### src/rtl/elastic_buf_write_ctrl.sv
// RX elastic buffer write side: binary/Gray write pointer, full detection, overflow flag.
// Optional SKP removal under high occupancy is enabled by defining EB_SKP_DROP_EN.
module elastic_buf_write_ctrl #(
  parameter int ADDR_WIDTH = 3,
  parameter int PTR_WIDTH  = 4,
  parameter int HIGH_WM    = 6,
  parameter int MAX_DROP   = 1
) (
  input  logic                  recovered_clk,
  input  logic                  recovered_rst,
  input  logic                  rx_valid,
  input  logic                  rx_skp,
  input  logic                  higher_gen_en,
  input  logic                  LTSSM_rst,
  input  logic [PTR_WIDTH-1:0]  w_gray_rptr,
  output logic                  wen,
  output logic [ADDR_WIDTH-1:0] waddr,
  output logic [PTR_WIDTH-1:0]  gray_wptr,
  output logic                  full,
  output logic                  skp_dropped,
  output logic                  overflow
);

  localparam logic [PTR_WIDTH-1:0] HIGH_WM_P = PTR_WIDTH'(HIGH_WM);

  logic [PTR_WIDTH-1:0]  wptr_q, wptr_d;
  logic [ADDR_WIDTH-1:0] waddr_q;
  logic [PTR_WIDTH-1:0]  gray_q, gray_d;
  logic                  overflow_q;
  logic [PTR_WIDTH-1:0]  rptr_bin;
  logic [PTR_WIDTH-1:0]  occupancy;
  logic                  accept;
  logic                  drop;
  logic                  high_occ;

  always_comb begin
    rptr_bin = '0;
    rptr_bin[PTR_WIDTH-1] = w_gray_rptr[PTR_WIDTH-1];
    for (int i = PTR_WIDTH-2; i >= 0; i--) begin
      rptr_bin[i] = rptr_bin[i+1] ^ w_gray_rptr[i];
    end
  end

  assign occupancy = wptr_q - rptr_bin;
  assign high_occ  = (occupancy >= HIGH_WM_P);
  // Two MSBs inverted in Gray space means the pointers are exactly one lap apart.
  assign full      = (gray_q == {~w_gray_rptr[PTR_WIDTH-1:PTR_WIDTH-2], w_gray_rptr[PTR_WIDTH-3:0]});
  assign accept    = rx_valid & higher_gen_en & ~LTSSM_rst;
  assign wen       = accept & ~drop & ~full;
  assign wptr_d    = wptr_q + PTR_WIDTH'(1);
  assign gray_d    = wptr_d ^ (wptr_d >> 1);

  always_ff @(posedge recovered_clk or negedge recovered_rst) begin
    if (!recovered_rst) begin
      wptr_q     <= '0;
      waddr_q    <= '0;
      gray_q     <= '0;
      overflow_q <= 1'b0;
    end else if (LTSSM_rst) begin
      wptr_q     <= '0;
      waddr_q    <= '0;
      gray_q     <= '0;
      overflow_q <= 1'b0;
    end else begin
      if (wen) begin
        wptr_q  <= wptr_d;
        waddr_q <= wptr_d[ADDR_WIDTH-1:0];
        gray_q  <= gray_d;
      end
      if (accept && !drop && full) overflow_q <= 1'b1;
    end
  end

  assign waddr     = waddr_q;
  assign gray_wptr = gray_q;
  assign overflow  = overflow_q;

`ifdef EB_SKP_DROP_EN
  typedef enum logic {DATA, SKP_RUN} state_t;
  localparam logic [1:0] MAX_DROP_P = 2'(MAX_DROP);

  state_t     state_q;
  logic [1:0] drop_cnt_q;
  logic [1:0] run_cnt;
  logic       skp_dropped_q;

  // A fresh run always starts from zero regardless of what the counter holds.
  assign run_cnt = (state_q == DATA) ? 2'd0 : drop_cnt_q;
  assign drop    = accept & rx_skp & high_occ & (run_cnt < MAX_DROP_P);

  always_ff @(posedge recovered_clk or negedge recovered_rst) begin
    if (!recovered_rst) begin
      state_q       <= DATA;
      drop_cnt_q    <= 2'd0;
      skp_dropped_q <= 1'b0;
    end else if (LTSSM_rst) begin
      state_q       <= DATA;
      drop_cnt_q    <= 2'd0;
      skp_dropped_q <= 1'b0;
    end else begin
      skp_dropped_q <= drop;
      if (accept) begin
        case (state_q)
          DATA: begin
            if (rx_skp) begin
              state_q    <= SKP_RUN;
              drop_cnt_q <= {1'b0, drop};
            end
          end
          SKP_RUN: begin
            if (!rx_skp) begin
              state_q    <= DATA;
              drop_cnt_q <= 2'd0;
            end else if (drop && drop_cnt_q != MAX_DROP_P) begin
              drop_cnt_q <= drop_cnt_q + 2'd1;
            end
          end
          default: begin
            state_q    <= DATA;
            drop_cnt_q <= 2'd0;
          end
        endcase
      end
    end
  end

  assign skp_dropped = skp_dropped_q;
`else
  logic unused_skp;
  assign unused_skp  = rx_skp ^ high_occ;
  assign drop        = 1'b0;
  assign skp_dropped = 1'b0;
`endif

endmodule

### config.mk
export PLATFORM = sky130hd
export DESIGN_NAME = elastic_buf_write_ctrl
export DESIGN_NICKNAME = d
export VERILOG_FILES = /design/src/rtl/elastic_buf_write_ctrl.sv
export SDC_FILE = /design/constraint.sdc
export NUM_CORES = 1
export LEC_CHECK = 0
export ABC_CLOCK_PERIOD_IN_PS = 1700
export CAP_MARGIN = 20
export CORE_AREA = 5 5 42 44
export CTS_CLUSTER_SIZE = 10
export DETAILED_ROUTE_END_ITERATION = 16
export DIE_AREA = 0 0 47 49
export PLACE_DENSITY = 0.74
export SLEW_MARGIN = 20
export SYNTH_ARGS = -nofsm -noshare
export SYNTH_HDL_FRONTEND = slang
export SYNTH_SLANG_ARGS = --single-unit
### constraint.sdc
create_clock -name recovered_clk -period 1.7 [get_ports recovered_clk]
set_input_delay 0.255 -clock recovered_clk [delete_from_list [all_inputs] [get_ports recovered_clk]]
set_output_delay 0.255 -clock recovered_clk [all_outputs]
set_load 0.02 [all_outputs]
==> run_results.csv <==
group,metric,value,unit
clock_network,clk_pin_slew,0.06,ns
setup_path,cp_slowest_cell,"clkdlybuf4s50_1",
yosys,syn_nets,57,
finish,drive_above_1_share,31.65,%
setup_path,worstSetupStartpointType,"flip-flop",
timing,fmax,604.2,MHz
power,ir_drop,0.3408,mV
global_routing,grt_usage,11.65,%
global_routing,grt_max_degree,10,
clock_network,root_buffer,"clkbuf_4",
power,p_leak,0.0003775,µW
floorplanning,die-area,2303,µm²
finish,nets,92,
setup_path,cp_cell_sequence,"buf_4 -> clkdlybuf4s50_1",
timing,rsz0062_at_grt,"no",
timing,period_needed,1.655,ns
yosys,ys_seq_area_share,41.45,%
flow_run,maxCapViolCount,0,
finish,multi_input_area,296.5,µm²
setup_path,r2r_cells,6,
setup_path,rr_startpoint,"wptr_q[3]",
placement,globalplace.congestion,0.8406,
setup_path,cp_data_arrival_time,1.40,ns
power,finalPower,486.2,µW
setup_path,r2r_end,"wptr_q[3]",
route,route.vias.total,463,
timing,finalSetupViolations,0,
finish,area_growth,70.98,%
clock_network,cts_buffers,3,
route,drtIter0Drc,6,
clock_network,clock_latency,0.26,ns
setup_path,worst_ep_required_time,1.44,ns
finish,finish.utilization,58.93,%
clock_network,cts_tree,"built",
finish,fillCellCount,146,
finish,num_antenna_cells,0,
route,dr.pass1.iters,4,
finish,regArea,200.2,µm²
floorplanning,ios,21,
placement,placement.cell_area,774.5,µm²
finish,final_common_cell,"buf_4",
placement,dpl_worst_slack,-0.4335,ns
route,drtAntennaViolNets,0,
global_routing,overflow,0,
route,drc,0,
yosys,postSynthCellCount,46,
power,combPwrFrac,27.1,%
clock_network,postCtsHoldBufs,0,
route,wl_per_cell,12.93,µm
run_status,outcome,"finished clean",
timing,timing.final.crit_share,97.36,%
power,power_per_cell_area,588.8,nW/µm²
timing,slew_violations,0,
global_routing,grt_pass1_wl,1883,µm
yosys,synth.avg_cell_area,10.50,µm²
power,p_sw,135.3,µW
route,routed_wl,1228,µm
placement,io_buffers,18,
yosys,yosysUniqueCellTypes,23,
finish,final_area,825.8,µm²
floorplanning,die_w,47,µm
floorplanning,core_area,1401,µm²
clock_network,clock_sink_count,8,
setup_path,end_kind,"output pin",
floorplanning,start_util,34.46,%
timing,hold_viol_final,0,
power,switching_share,27.82,%
clock_network,cts-htree-levels,1,
setup_path,cpPeakStageDelay,0.60,ns
clock_network,clk_path_buf_depth,2,
timing,skew,0.003402,ns
floorplanning,die_h,49,µm
setup_path,r2r_setup_slack,0.13,ns
power,internal-power,351.0,µW
yosys,ys_seq_elements,8,
power,seqPwrFrac,41.9,%
route,via_per_inst,4.874,
placement,dp_hpwl,892.9,µm
timing,fin_ws,0.04480,ns
min_path,worstHoldPathType,"in -> async",
floorplanning,rows,14,
timing,fin_tns_setup,0,ns
setup_path,crit_fanout,4,
yosys,syn-cell-area,483.0,µm²
finish,final_cell_mix,"buf_4 (15), clkdlybuf4s50_1 (14), dfrtp_1 (8)",
global_routing,grt_pass1_vias,441,
power,clkPwrFrac,30.9,%
global_routing,antenna_found_initial,0,
setup_path,crit_type,"reg -> out",
yosys,yosysWarningCount,0,
## how the worst max path moves through the flow
stage | from | endpoint | slack [ns] | cells past startpoint
CTS | w_gray_rptr[3] | wen | 0.02 | 5
floorplan | gray_wptr[0] | wptr_q[3] | 0.12 | 4
finish | wptr_q[3] | gray_wptr[3] | 0.04 | 2
detailed placement | w_gray_rptr[0] | wen | -0.43 | 5
global route | wptr_q[3] | gray_wptr[3] | 0.0004 | 2
global placement | w_gray_rptr[0] | wen | -0.41 | 5
## critical path: cells and delay by family, from the launching register on
family	cells	cell delay, ns
flops	1	0.39
buf+inv	2	0.75
## synth_stat cells
cell type | n | area [µm²]
xor2_1 | 2 | 17.52
buf_4 | 1 | 7.510
xnor2_1 | 7 | 61.31
o21ai_0 | 1 | 5.000
nand3_1 | 1 | 5.000
inv_1 | 1 | 3.750
nor2_1 | 7 | 26.28
a31oi_1 | 1 | 6.260
nand3b_1 | 1 | 7.510
nand2_1 | 1 | 3.750
mux2i_1 | 4 | 40.04
a41oi_4 | 1 | 27.53
a21oi_1 | 1 | 5.000
a21boi_0 | 1 | 7.510
nand4_1 | 1 | 6.260
nor3_1 | 1 | 5.000
buf_1 | 1 | 3.750
ha_1 | 1 | 12.51
conb_1 | 1 | 3.750
and4_2 | 1 | 10.01
dfrtp_1 | 8 | 200.2
mux2_1 | 1 | 11.26
nor2b_1 | 1 | 6.260
## cell families (layout without fill, tap and decap cells)
| group | Yosys count | count (layout) | share of synthesized area, % |
|---|---|---|---|
| buf+inv | 3 | 36 | 3.108 |
| fa+ha+maj | 1 | 1 | 2.590 |
| flops | 8 | 8 | 41.45 |
| xor+xnor | 9 | 9 | 16.32 |
| other cells | 1 | 1 | 0.7765 |
| mux | 5 | 5 | 10.62 |
| compound gates | 5 | 5 | 10.62 |
| simple gates | 14 | 14 | 14.51 |
## flip-flops by register name (all words and copies together), names as in the netlist
signal,count
wptr_q,4
gray_wptr,3
overflow,1
## stage by stage
stage | hold WS, ns | std cells
global placement | 0.5019 | 91
detailed placement | 0.5045 | 91
global route | 0.2930 | 95
floorplan | -0.04059 | 46
finish | 0.2711 | 95
CTS | 0.2814 | 95
## cell type report
| class | count | area share [%] |
|---|---|---|
| sequential | 8 | 24.24 |
| tap | 16 | 2.424 |
| timing repair buffer | 32 | 34.24 |
| multi-input combinational | 35 | 35.91 |
| clock buffer | 3 | 2.727 |
| inverter | 1 | 0.4545 |
## layer usage
metal	share of wire, %	global-route usage [%]	routed length, µm	vias up
li1	-	-	-	222
met1	43	15.35	522	215
met2	46	15.84	565	23
met3	9.0	4.059	111	3
met4	2.4	6.912	29	0
met5	0	0	0	-
## what timing repair did
action	in CTS	in global routing
setup endpoints to repair	2	1
resized for setup	9	6
setup buffers	1	0
pin swaps	2	3
## power groups by stage
stage,clock [µW],sequential [µW],combinational [µW]
5_1_grt,165,205,140
4_1_cts,157,204,130
6_report,150,204,132
3_5_place_dp,0,207,127
3_3_place_gp,0,207,126
2_1_floorplan,0,214,50.1
Note: power is estimated with default switching activity, not from simulation.
